===== config.mk =====
export PLATFORM = sky130hd
export DESIGN_NAME = decode_issue_queue
export DESIGN_NICKNAME = d
export VERILOG_FILES = /design/src/rtl/decode_issue_queue.sv
export SDC_FILE = /design/constraint.sdc
export NUM_CORES = 1
export LEC_CHECK = 0
export CAP_MARGIN = 15
export CORE_UTILIZATION = 50
export CTS_BUF_LIST = sky130_fd_sc_hd__clkbuf_16
export DETAILED_ROUTE_END_ITERATION = 10
export PLACE_DENSITY = 0.73
export RECOVER_POWER = 100
export SLEW_MARGIN = 10
export SYNTH_ARGS = -nofsm -noshare
export SYNTH_HDL_FRONTEND = slang
export SYNTH_SLANG_ARGS = --single-unit
export TNS_END_PERCENT = 100

===== constraint.sdc =====
create_clock -name clk -period 13.4 [get_ports clk]
set_input_delay 2.68 -clock clk [delete_from_list [all_inputs] [get_ports clk]]
set_output_delay 2.68 -clock clk [all_outputs]
set_load 0.02 [all_outputs]

===== src/rtl/decode_issue_queue.sv =====
// decode_issue_queue: in-order issue buffer between rename/decode and execute, with wakeup and squash.
// Ports:
//   clk, rst                  clock, synchronous active-high reset
//   enq_val/enq_rdy           enqueue handshake; enq_payload, enq_seq_num, enq_psrc, enq_pend fields
//   deq_val/deq_rdy           issue handshake; deq_payload, deq_seq_num, deq_psrc show the head entry
//   cmp_val, cmp_preg         completion broadcast clearing matching pending sources
//   sq_val, sq_seq_num        squash of every entry younger than sq_seq_num
//   count                     number of occupied entries
// psrc buses pack source 1 in the upper half and source 0 in the lower half.
// Define ISSUE_BYPASS_EN to let the head issue in the same cycle its last operand completes.
module decode_issue_queue #(
    parameter int p_depth          = 4,
    parameter int p_uop_bits       = 32,
    parameter int p_seq_num_bits   = 8,
    parameter int p_phys_addr_bits = 6
) (
    input  logic                            clk,
    input  logic                            rst,
    input  logic                            enq_val,
    output logic                            enq_rdy,
    input  logic [p_uop_bits-1:0]           enq_payload,
    input  logic [p_seq_num_bits-1:0]       enq_seq_num,
    input  logic [2*p_phys_addr_bits-1:0]   enq_psrc,
    input  logic [1:0]                      enq_pend,
    output logic                            deq_val,
    input  logic                            deq_rdy,
    output logic [p_uop_bits-1:0]           deq_payload,
    output logic [p_seq_num_bits-1:0]       deq_seq_num,
    output logic [2*p_phys_addr_bits-1:0]   deq_psrc,
    input  logic                            cmp_val,
    input  logic [p_phys_addr_bits-1:0]     cmp_preg,
    input  logic                            sq_val,
    input  logic [p_seq_num_bits-1:0]       sq_seq_num,
    output logic [$clog2(p_depth):0]        count
);
    localparam int AW = $clog2(p_depth);
    localparam int PW = AW + 1;
    localparam int RW = p_phys_addr_bits;

    logic [p_uop_bits-1:0]     payload_q [p_depth];
    logic [p_seq_num_bits-1:0] seq_q     [p_depth];
    logic [2*RW-1:0]           psrc_q    [p_depth];
    logic [1:0]                pend_q    [p_depth];
    logic [p_depth-1:0]        valid_q, kill;
    logic [PW-1:0]             head_q, tail_q, n_kill, tail_sq;
    logic [AW-1:0]             head_idx, tail_idx;
    logic                      full, empty, head_killed, enq_do, deq_fire;
    logic [1:0]                head_pend;

    function automatic logic younger(input logic [p_seq_num_bits-1:0] e, input logic [p_seq_num_bits-1:0] s);
        logic [p_seq_num_bits-1:0] d;
        d = e - s;
        return d != '0 && !d[p_seq_num_bits-1];
    endfunction

    function automatic logic [1:0] woken(input logic [2*RW-1:0] psrc, input logic [1:0] pend,
                                         input logic cv, input logic [RW-1:0] cp);
        return pend & ~{cv && psrc[2*RW-1:RW] == cp, cv && psrc[RW-1:0] == cp};
    endfunction

    assign head_idx = head_q[AW-1:0];
    assign count    = tail_q - head_q;
    assign full     = head_idx == tail_q[AW-1:0] && head_q[AW] != tail_q[AW];
    assign empty    = head_q == tail_q;
    assign enq_rdy  = !full;

`ifdef ISSUE_BYPASS_EN
    assign head_pend = woken(psrc_q[head_idx], pend_q[head_idx], cmp_val, cmp_preg);
`else
    assign head_pend = pend_q[head_idx];
`endif

    // Younger entries always sit behind older ones, so the killed set is a suffix
    // and the surviving tail is simply the old tail minus the number killed.
    always_comb begin
        n_kill = '0;
        kill   = '0;
        for (int i = 0; i < p_depth; i++) begin
            kill[i] = sq_val && valid_q[i] && younger(seq_q[i], sq_seq_num);
            n_kill  = n_kill + PW'(kill[i]);
        end
    end

    assign head_killed = kill[head_idx];
    assign deq_val     = !empty && head_pend == 2'b00 && !head_killed;
    assign deq_fire    = deq_val && deq_rdy;
    assign enq_do      = enq_val && enq_rdy && !(sq_val && younger(enq_seq_num, sq_seq_num));
    assign tail_sq     = tail_q - n_kill;
    assign tail_idx    = tail_sq[AW-1:0];

    assign deq_payload = payload_q[head_idx];
    assign deq_seq_num = seq_q[head_idx];
    assign deq_psrc    = psrc_q[head_idx];

    always_ff @(posedge clk) begin
        if (rst) begin
            head_q  <= '0;
            tail_q  <= '0;
            valid_q <= '0;
        end else begin
            head_q <= head_q + PW'(deq_fire);
            tail_q <= tail_sq + PW'(enq_do);
            for (int i = 0; i < p_depth; i++) begin
                pend_q[i] <= woken(psrc_q[i], pend_q[i], cmp_val, cmp_preg);
                if (kill[i] || (deq_fire && head_idx == AW'(i))) valid_q[i] <= 1'b0;
            end
            if (enq_do) begin
                valid_q[tail_idx]   <= 1'b1;
                payload_q[tail_idx] <= enq_payload;
                seq_q[tail_idx]     <= enq_seq_num;
                psrc_q[tail_idx]    <= enq_psrc;
                pend_q[tail_idx]    <= woken(enq_psrc, enq_pend, cmp_val, cmp_preg);
            end
        end
    end
endmodule


# [Yosys cells after proc, flatten, opt, wreduce, memory -nomap -nowiden]
# Memory sizes are Yosys's and may differ from the RTL's. A register that Yosys moved wholly into a read port is not among the register bits.
# Cells that the tools add are included.
[word_totals] ff_bits=10 latch_bits=0 ramBits=216 rom_bits=0 input_bits=74 output_inout_bits=57 n_memories=4
[memory_table] name="payload_q" words=4 word_bits=32 read_ports=1 rd_ports_with_merged_regs=1 wr=1 line_no="40" source="logic [p_uop_bits-1:0] payload_q [p_depth];"
[memory_table] name="psrc_q" words=4 word_bits=12 read_ports=5 rd_ports_with_merged_regs=1 wr=1 line_no="42" source="logic [2*RW-1:0] psrc_q [p_depth];"
[memory_table] name="seq_q" words=4 word_bits=8 read_ports=5 rd_ports_with_merged_regs=1 wr=1 line_no="41" source="logic [p_seq_num_bits-1:0] seq_q [p_depth];"
[memory_table] name="pend_q" words=4 word_bits=2 read_ports=5 rd_ports_with_merged_regs=1 wr=5 line_no="43" source="logic [1:0] pend_q [p_depth];"
[classes] n_addsub=12 mul=0 div_mod_pow=0 n_lt_le_gt_ge=3 eq_ne=16 shifts=0 mux=21 n_bitwise=11 n_reduce_logical=55
[ops] cell="== test 6 bit" n=10
[ops] cell="nonzero test 8 bit" n=5
[ops] cell="subtractor 8 bit" n=5
[ops] cell="logical AND 1 bit" n=35
[ops] cell="two-way mux 1 bit" n=14
[ops] cell="bitwise AND 2 bit" n=5
[ops] cell="NOT 2 bit" n=5
[ops] cell="adder 3 x 1 -> 3 bit" n=3
[ops] cell="zero test 1 bit" n=9
[ops] cell="two-way mux 2 bit" n=4
[ops] cell="< comparator 2 x 3 -> 1 bit, second input constant" n=2
[ops] cell="subtractor 3 bit" n=2
[ops] cell="== test 2 bit, second input constant" n=2
[ops] cell="zero test 2 bit" n=2
[ops] cell="logical OR 1 bit" n=4
[ops] cell="two-way mux 4 bit" n=1
[ops] cell="bitwise OR 4 bit" n=1
[ops] cell="adder 2 x 1 -> 3 bit" n=1
[ops] cell="== test 3 bit" n=1
[ops] cell="adder 1 x 1 -> 2 bit" n=1
[ops] cell="binary-select mux 1 bit (select 2 bit)" n=1
[ops] cell="demux 1 bit (select 2 bit)" n=1
[ops] cell="== test 2 x 1 -> 1 bit, second input constant" n=1
[ops] cell="== test 2 bit" n=1
[ops] cell="2 further kinds" n=2

# [Longest topological paths before layout]
[depth] ltp_word=15 mapped_depth=21

# [Worst setup path after synthesis]
# No wires, ideal clock.
[synth_path] kind="input to register" start="in sq_seq_num[0]" end="mem payload_q[2][0], enable pin" arrival_time_ps=8360 required_ps=12994 slack_ps=4634 cell_stages=20 cell_sequence="ha_1 > fa_1 > nand2b_1 > a21oi_1 > xor2_1 > or3_1 > o32ai_1 > nor2_1 > inv_1 > fa_1 > inv_1 > fa_1 > fa_1 > inv_1 > ha_1 > nor2_1 > fa_1 > or3_1 > o21bai_2 > inv_1"
[synth_between] elab_chain_len=9 elab_cells_between_ends=34 classes_between="add/sub (9); mux (3); reduce/logical (22)"
[synth_rtl] element="start: declaration" line_no="33" source="input logic [p_seq_num_bits-1:0] sq_seq_num,"
[synth_rtl] element="parallel branches: the longest is 9 deep, another holds subtractor 8 bit"
[synth_rtl] element="end: declaration" line_no="40"
# Several ways; the timed one is not identified.

# [Final worst setup path]
[layout_path] start="in sq_seq_num[1]" end="mem psrc_q[0][5] (netlist bit), enable pin"
[layout_between] elab_chain_len=9 elab_cells_between_ends=34 classes_between="add/sub (9); mux (3); reduce/logical (22)"
[layout_rtl] element="parallel branches: the longest is 9 deep, another holds subtractor 8 bit"
[layout_rtl] element="end: declaration" line_no="42"
# Several ways; the timed one is not identified.

==> key figures <==
Timing
  – Unrepaired setup endpoints after global routing: no
  – Max Clk Rate: 0.0914 GHz
  – Worst-Margin Slew: 3940 ps
  – Skew final: 7.92 ps
  – Max-slew violations: 143
  – Setup TNS: 0 ps
  – Hold Vio Cnt, Final: 0
  – Worst rel slew slack: -163%
  – Crit share post-route: 81.6%
  – Final min period: 10,940 ps
  – Finish-stage setup viols: 0

CTS
  – PostCTS Resize Cnt: 0
  – Root Buffer: clkbuf_16
  – CTS sink cnt: 226
  – Skew-Pair Late Insertion Delay: 510 ps
  – Htree depth: 1
  – # hold bufs at CTS: 0
  – CTS tree: built
  – TritonCTS Buffers: 24
  – Clk slew on worst S/H paths: 60 ps
  – Setup bufs post-CTS: 0
  – Clock Path Buffers: 3

Route
  – Routed Antenna Nets: 0
  – M1 WL: 10.0 mm
  – Vias per std cell: 5.90
  – Starting DRT DRC Count: 387
  – Total number of vias: 6,637
  – Max Used Layer: met5
  – First drt pass iteration count: 4
  – WL met2: 11.7 mm
  – WL met3: 1.68 mm
  – # DRC: 0
  – Post-DR wirelength/cell: 21.4 um
  – Final WL: 24.1 mm

Worst setup path
  – Startpoint types: input port
  – Critical path arrival: 10,990 ps
  – WP data required: 13,450 ps
  – Crit. End Element: flop
  – Crit path cell chain: dlygate4sd3_1 -> inv_1 -> ha_1 -> or2_2 -> o22ai_1 -> xnor2_1 -> or3_1 -> o32ai_1 -> nor2_1 -> inv_1 -> fa_1 -> inv_1 -> fa_1 -> fa_1 -> inv_1 -> ha_1 -> nor2_1 -> fa_1 -> nand3_1 -> o21bai_1 -> inv_1 -> clkbuf_1
  – CP bufs+invs: 7
  – Worst-path fanout max: 46
  – Crit-path most repeated cell: inv_1
  – CP max stage cell: clkbuf_1
  – Top Family by Delay on Critical Path: buffers and inverters
  – Kind of critical path: input port to flop
  – CP max stage delay: 2220 ps

Synth
  – Synthesized area: 11,000 sq um
  – Fraction of registers with async set/reset: 0%
  – Post-synth EDFFs: 216
  – Synth area leader: edfxtp_1
  – Yosys cell types: 56
  – Top cells by area, synth: edfxtp_1 59%, mux4_2 11%, ha_1 4.8%
  – Syn avg cell area: 15.9 sq um
  – Synthesized flop and latch total: 226
  – Prevailing post-synth register cell: edfxtp_1
  – Synthesized net count: 820
  – Top cell type's share of synthesized area: 59.0%
  – Yosys warns: 0
  – Post-Syn Instances: 693
  – Register area share after synthesis: 60.9%

Run status
  – Status: complete, but fails checks
  – Failing checks: max-capacitance violations, max-slew violations

Global routing
  – Global-route wire length before repair: 37.5 mm
  – GRT overflow: 0
  – Number of global-route vias before repair: 6,953
  – Largest net degree at the start of global routing: 62
  – Total GRT Usage: 22.0%
  – Initial antenna violation count: 5

Floorplanning
  – Die ar.: 22,600 sq um
  – Die height: 150 um
  – I/O Pins: 131
  – Initial Utilization: 51.6%
  – Core area: 21,300 sq um
  – Die width: 150 um
  – Row count: 53

Pwr
  – Power share of the sequential group: 42.1%
  – Power Dens Cells: 179 nW/um^2
  – Sw frac: 30.1%
  – Comb pwr share: 30.7%
  – Clock power frac: 27.1%
  – Internal power: 0.00167 W
  – Leakage: 4.65 nW
  – P_sw: 0.000721 W
  – Worst vdd ir: 150 uV

Layout
  – Area Growth Syn to Fin: 21.5%
  – Utilization after layout: 62.7%
  – NumNets Final: 961
  – Layout cells sized above 1: 11.9%

Placed design
  – GPL Wtd Cong: 0.849
  – Hpwl dp: 16.5 mm
  – IO buf count: 130

Job
  – Max-cap check violation count: 3

Hold path
  – Hold/Removal Path Class: flop to flop
-- synth_stat cells (4+ instances only) --
cell	count
a21oi_1	14
and3_1	5
buf_1	9
clkbuf_1	12
dfxtp_1	10
edfxtp_1	216
fa_1	11
ha_1	42
inv_1	43
mux2i_1	8
mux4_2	52
nand2_1	9
nand2b_1	4
nand3_1	9
nand4_1	10
nor2_1	31
nor2b_1	10
nor3_1	13
o2111ai_1	6
o21ai_0	8
o221ai_1	5
o22ai_1	9
o31a_1	4
o41ai_1	10
or2_2	6
xnor2_1	43
xor2_1	47
-- path summary, 6_finish.rpt --
kind | startpoint | end | slack (ps) | cells after the start
max | sq_seq_num[1] | psrc_q[0][5]$_DFFE_PP_ | 2460 | 22
min | valid_q[3]$_SDFF_PP0_ | valid_q[3]$_SDFF_PP0_ | 480 | 2
max reg2reg | head_q[1]$_SDFF_PP0_ | psrc_q[0][5]$_DFFE_PP_ | 4370 | 10
min reg2reg | valid_q[3]$_SDFF_PP0_ | valid_q[3]$_SDFF_PP0_ | 480 | 2
-- area by class of cell --
class	count	area [sq um]
diodes	2	5.00
well taps	275	344
multi-input cells	403	4050
inverters	43	161
clock buffers	25	626
repair buffers	136	1340
clock inverters	15	149
flip-flops and latches	226	6690
fillers	1513	7940
-- metrics by stage --
step / hold slack (ps) / cells / instance area (sq um) / total power, W / setup WS [ps]
global placement: 477 / 1083 / 12600 / 0.00177 / 4020
finish: 478 / 1125 / 13400 / 0.00239 / 2460
floorplan: 441 / 693 / 11000 / 0.00148 / 4630
global route: 507 / 1124 / 13300 / 0.00250 / 1930
CTS: 475 / 1123 / 13400 / 0.00244 / 4190
detailed placement: 467 / 1083 / 12600 / 0.00179 / 3700
-- registers in the layout, summed over array words and instances (netlist names) --
signal,count
payload_q,128
psrc_q,48
seq_q,32
pend_q,8
valid_q,4
head_q,3
tail_q,3
-- worst register-to-register path: cells and delay by family (launching register included) --
family	cells	cell delay, ps
AOI/OAI and AO/OA	2	720
adders and majority gates	1	580
buffers and inverters	4	6130
DFF	1	310
and+or+nand+nor	3	780
-- layer usage --
metal	global-route usage, %	vias to the layer above
met2	37.0	217
met1	28.4	3363
met4	7.32	6
met5	0	-
met3	4.82	53
li1	-	2998
-- cells in the final DEF, fill, tap and decap left out, types with 5 or more instances in the layout --
cell type        count
a21oi_1             14
and3_1               5
clkbuf_16           25
clkdlybuf4s50_1     21
clkinv_1             6
dfxtp_1             10
dlygate4sd3_1      109
edfxtp_1           216
fa_1                11
ha_1                42
inv_1               43
mux2i_1              8
mux4_2              52
nand2_1              9
nand3_1              9
nand4_1             10
nor2_1              31
nor2b_1             10
nor3_1              13
o2111ai_1            6
o21ai_0              9
o221ai_1             5
o22ai_1              9
o41ai_1             10
or2_2                6
xnor2_1             43
xor2_1              47
-- logic make-up after synthesis --
kind of cell             after synthesis  synth area share (%)
AO/OA/AOI/OAI                         86                  5.98
flip-flops                           226                  60.9
adder cells (fa/ha/maj)               53                  6.79
multiplexers                          60                  11.4
AND/OR/NAND/NOR                      113                  5.48
XOR/XNOR                              91                  7.32
buffers and inverters                 64                  2.19
-- power by group through the flow --
stage               Combinational, W  Sequential, W  Clock [W]
CTS                         0.000776        0.00101   0.000662
finish                      0.000735        0.00101   0.000649
floorplan                   0.000491       0.000992          0
global route                0.000794        0.00102   0.000689
detailed placement          0.000770        0.00102          0
global placement            0.000758        0.00101          0
(Power assumes the default switching activity.)
